**config.mk**
```make
export PLATFORM = sky130hd
export DESIGN_NAME = branch_unit
export DESIGN_NICKNAME = d
export VERILOG_FILES = /design/src/rtl/branch_unit.sv
export SDC_FILE = /design/constraint.sdc
export NUM_CORES = 1
export LEC_CHECK = 0
export ABC_AREA = 1
export CORE_MARGIN = 3
export CORE_UTILIZATION = 40
export DETAILED_ROUTE_END_ITERATION = 10
export GPL_TIMING_DRIVEN = 0
export PLACE_DENSITY = 0.73
export REMOVE_ABC_BUFFERS = 1
export SYNTH_ARGS = -nofsm -noshare
export SYNTH_HDL_FRONTEND = slang
export SYNTH_SLANG_ARGS = --single-unit
```
**constraint.sdc**
```tcl
create_clock -name clock -period 5.2 [get_ports clock]
set_clock_uncertainty 0.05 [all_clocks]
set_input_delay 1.04 -clock clock [delete_from_list [all_inputs] [get_ports clock]]
set_output_delay 1.04 -clock clock [all_outputs]
set_load 0.05 [all_outputs]
```
**src/rtl/branch_unit.sv**
```systemverilog
// Branch resolution unit: evaluates a branch condition, computes target/next PC,
// and tracks a small table of 2-bit saturating counters for misprediction flags.
module branch_unit #(
  parameter int N = 8,
  parameter int A = 8,
  parameter int D = 4
) (
  input  logic         clock,
  input  logic         reset,
  input  logic         in_valid,
  output logic         in_ready,
  input  logic [N-1:0] rdata1,
  input  logic [N-1:0] rdata2,
  input  logic [2:0]   cond,
  input  logic [A-1:0] pc,
  input  logic [A-1:0] offset,
  output logic         out_valid,
  input  logic         out_ready,
  output logic         taken,
  output logic         lt,
  output logic [A-1:0] target,
  output logic [A-1:0] next_pc,
  output logic         mispredict
);

  localparam int IW = $clog2(D);

  logic         out_valid_q;
  logic         taken_q, taken_d;
  logic         lt_q, lt_d;
  logic [A-1:0] target_q, target_d;
  logic [A-1:0] next_pc_q, next_pc_d;
  logic         mispredict_q, mispredict_d;
  logic [1:0]   ctr_q [D];
  logic [IW-1:0] idx;
  logic         predicted;
  logic         accept;

  function automatic logic cond_eval(input logic [2:0] c,
                                     input logic [N-1:0] a,
                                     input logic [N-1:0] b);
    logic r;
    case (c)
      3'b000:  r = (a == b);
      3'b001:  r = (a != b);
      3'b010:  r = 1'b1;
      3'b011:  r = 1'b0;
      3'b100:  r = ($signed(a) < $signed(b));
      3'b101:  r = !($signed(a) < $signed(b));
      3'b110:  r = (a < b);
      default: r = !(a < b);
    endcase
    return r;
  endfunction

  function automatic logic [1:0] sat_step(input logic [1:0] c, input logic up);
    logic [1:0] r;
    if (up) r = (c == 2'b11) ? c : c + 2'b01;
    else    r = (c == 2'b00) ? c : c - 2'b01;
    return r;
  endfunction

  assign in_ready = !out_valid_q || out_ready;
  assign accept   = in_valid && in_ready;
  assign idx      = pc[IW-1:0];

  always_comb begin
    taken_d      = cond_eval(cond, rdata1, rdata2);
    lt_d         = ($signed(rdata1) < $signed(rdata2));
    target_d     = pc + offset;
    next_pc_d    = taken_d ? target_d : pc + A'(1);
    // Prediction comes from the counter as it stood before this request trains it.
    predicted    = ctr_q[idx][1];
    mispredict_d = taken_d ^ predicted;
  end

  always_ff @(posedge clock) begin
    if (reset) begin
      out_valid_q  <= 1'b0;
      taken_q      <= 1'b0;
      lt_q         <= 1'b0;
      target_q     <= '0;
      next_pc_q    <= '0;
      mispredict_q <= 1'b0;
      for (int i = 0; i < D; i++) ctr_q[i] <= 2'b01;
    end else if (accept) begin
      out_valid_q  <= 1'b1;
      taken_q      <= taken_d;
      lt_q         <= lt_d;
      target_q     <= target_d;
      next_pc_q    <= next_pc_d;
      mispredict_q <= mispredict_d;
      ctr_q[idx]   <= sat_step(ctr_q[idx], taken_d);
    end else if (out_ready) begin
      out_valid_q  <= 1'b0;
    end
  end

  assign out_valid  = out_valid_q;
  assign taken      = taken_q;
  assign lt         = lt_q;
  assign target     = target_q;
  assign next_pc    = next_pc_q;
  assign mispredict = mispredict_q;

endmodule

```
==> flow_summary.yaml <==
cts:
  cts-htree-levels: 1
  clock_buffer_depth: 2
  clk_pin_slew_ps: 100
  post_cts_buffers: 0
  sink_count: 28
  worst_skew_pair.late_latency_ps: 280
  numCtsBuffers: 3
  postCtsHoldBufs: 0
  cts_tree: "yes"
  post_cts_resized: 0
  root_buffer: "clkbuf_8"
timing:
  setup_viol: 0
  unrepaired_setup_endpoints_after_global_routing: "no"
  timing.final.hold_violations: 0
  tightestPinTransition_ps: 865.5
  peak_freq_ghz: 0.2845
  finalSetupTns_ps: 0
  max-slew-margin-rel_pct: 42.09
  drv_slew: 0
  layout_min_cycle_time_ps: 3515
  finalCritPeriodShare_pct: 67.60
  setup_slack_ps: 1685
synthesis:
  synth-edff-count: 8
  netlist_area_um2: 2058
  yosys-top-cells-area: "dfxtp_1, nand2_1, edfxtp_1"
  synth_area_leader_cell: "dfxtp_1"
  synth_warnings: 0
  count_of_state_elements_after_synthesis: 28
  post_synth_inst_count: 276
  synthArstFlopShare_pct: 0
  synth_sequential_area_ratio_pct: 31.12
  synthesis.area_per_instance_um2: 7.457
  ys_types: 35
  synth-main-ff-cell: "dfxtp_1"
  synth_top_cell_area_share_pct: 19.45
floorplan:
  starting_utilization_of_the_core_area_pct: 42.45
  top_level_ports: 60
  core_area_um2: 4848
  floorplan.die_area_um2: 6042
  placementRows: 25
  dieWidth_um: 77.73
  die_y_um: 77.73
drt:
  drt_pre_antenna_iters: 4
  initial_drt_markers: 65
  via_count: 1888
  drt_drc_violations_left: 0
  drt-vias-per-instance: 4.732
  ant_nets_after_route: 0
  wire_per_inst_um: 11.24
  detail_route.wirelength_um: 4486
min_path:
  holdPathEnd: "next_pc[3]$_SDFFE_PP0P_"
  hp-class: "flip-flop to flip-flop"
  whs_path_depth: 2
  worst_hold_startpoint: "next_pc[3]$_SDFFE_PP0P_"
cells_and_area:
  antennaDiodeCount: 0
  final_common_cell: "nand2_1"
  fin_nets: 389
  most-common-layout-cells: "nand2_1, clkdlybuf4s50_1, inv_1"
  fraction_of_layout_cells_with_a_size_suffix_above_1_pct: 9.639
  syn_to_final_growth_pct: 34.16
critical_path:
  r2r_start: "out_valid$_SDFFE_PP0P_"
  worst-setup-path-type: "primary input to output port"
  dominant_cell_type_by_count_on_the_critical_path: "clkdlybuf4s50_1"
  rr_worst_depth: 9
  cpPeakStageDelay_ps: 810
  crit_fanout: 3
  cpMaxStageDelayCell: "clkdlybuf4s50_1"
  timing.rr.end: "ctr_q[2][1]$_SDFFCE_PN0P_"
  type_of_destination_of_the_critical_path: "output port"
  cell_chain_of_the_critical_path: "clkdlybuf4s50_1 -> inv_1 -> nand2_1 -> clkdlybuf4s50_1"
  critical_path_arrival_ps: 2430
  startpoint_type: "primary input"
  required_time_at_the_endpoint_of_the_critical_path_ps: 4110
  worst_reg2reg_setup_slack_ps: 2670
global_routing:
  grt_first_pass_wirelength_um: 7507
  global_route_total_usage_across_every_layer_pct: 15.04
  grt_pass1_vias: 1730
  grt-ovfl-total: 0
  antenna_found_initial: 0
  grt_max_degree: 21
power_and_ir_drop:
  vdd_drop_max_v: 0.0001452
  report.power.total_mw: 0.6899
  cellPowerDensity_nw_per_um2: 249.8
  leakage_nw: 1.253
placement:
  dp_slack_ps: 1362
  place.detailed.hpwl_um: 3539
  routabilityCongestion: 0.9089
  buffer_ports.inserted: 59
run:
  number_of_maximum_capacitance_violations: 0
status:
  outcome: "completed"
## registers in the layout, summed over array words and instances, names as in the netlist
name / flops
mispredict: 1
next_pc: 8
ctr_q: 8
target: 8
lt: 1
out_valid: 1
taken: 1
## cell type report
type / instances / area [um2]
timing repair buffer: 59 / 590.6
fill: 456 / 2087
sequential: 28 / 640.6
inverter: 40 / 150.1
clock buffer: 3 / 41.29
multi-input combinational: 201 / 1225
tap: 67 / 83.83
clock inverter: 1 / 30.03
## per-layer routing
| layer | vias to the layer above | track usage (%) | part of all wire, % |
|---|---|---|---|
| li1 | 1003 | - | - |
| met1 | 820 | 19.94 | 45 |
| met2 | 59 | 25.09 | 46 |
| met3 | 6 | 3.596 | 7.8 |
| met4 | 0 | 2.491 | 1.0 |
| met5 | - | 0 | 0 |
## power by group
| part | total (mW) | internal (mW) | switching [mW] |
|---|---|---|---|
| Combinational | 0.262 | 0.102 | 0.160 |
| Clock | 0.175 | 0.103 | 0.0717 |
| Sequential | 0.253 | 0.245 | 0.00888 |
## Yosys cell counts (all sizes together), types with 2 or more instances
cell type and instances:
a21oi 7, a32oi 2, buf 4, clkbuf 3
dfxtp 20, edfxtp 8, ha 16, inv 40
nand2 84, nand3 36, nand3b 2, nor2 19
nor3 5, o21ai 9, xnor2 5, xor2 7
## worst max-delay path: cells and delay by family
kind / cells / cell delay, ps
and+or+nand+nor: 1 / 90
buffers and inverters: 3 / 1300
## through the flow
step	hold WS, ps	area, um2	instances	util (%)
finish	403.3	2761	399	56.95
global route	435.4	2761	399	56.95
global placement	388.1	2690	395	55.48
detailed placement	388.1	2690	395	55.48
floorplan	629.1	2016	269	-
CTS	408.6	2761	399	56.95
## how the worst max path moves through the flow
stage,endpoint,cells past startpoint,from,slack (ps)
floorplan,ctr_q[2][0]$_SDFFCE_PN1P_,10,out_ready,2130
global placement,ctr_q[3][1]$_DFFE_PP_,10,rdata2[7],1400
detailed placement,ctr_q[3][1]$_DFFE_PP_,10,rdata2[7],1360
CTS,ctr_q[3][1]$_DFFE_PP_,10,rdata2[7],1670
global route,ctr_q[2][0]$_SDFFCE_PN1P_,11,out_ready,1470
finish,in_ready,4,out_ready,1680
## kinds of logic after synthesis
logic type | count (synthesis) | share of synthesized area [%]
buffers and inverters | 47 | 9.361
and+or+nand+nor | 149 | 36.05
AOI/OAI and AO/OA | 23 | 7.660
xor gates and xnor gates | 12 | 5.106
DFF | 28 | 31.12
adders and majority gates | 17 | 10.70
Note: power is estimated with default switching activity, not from simulation.
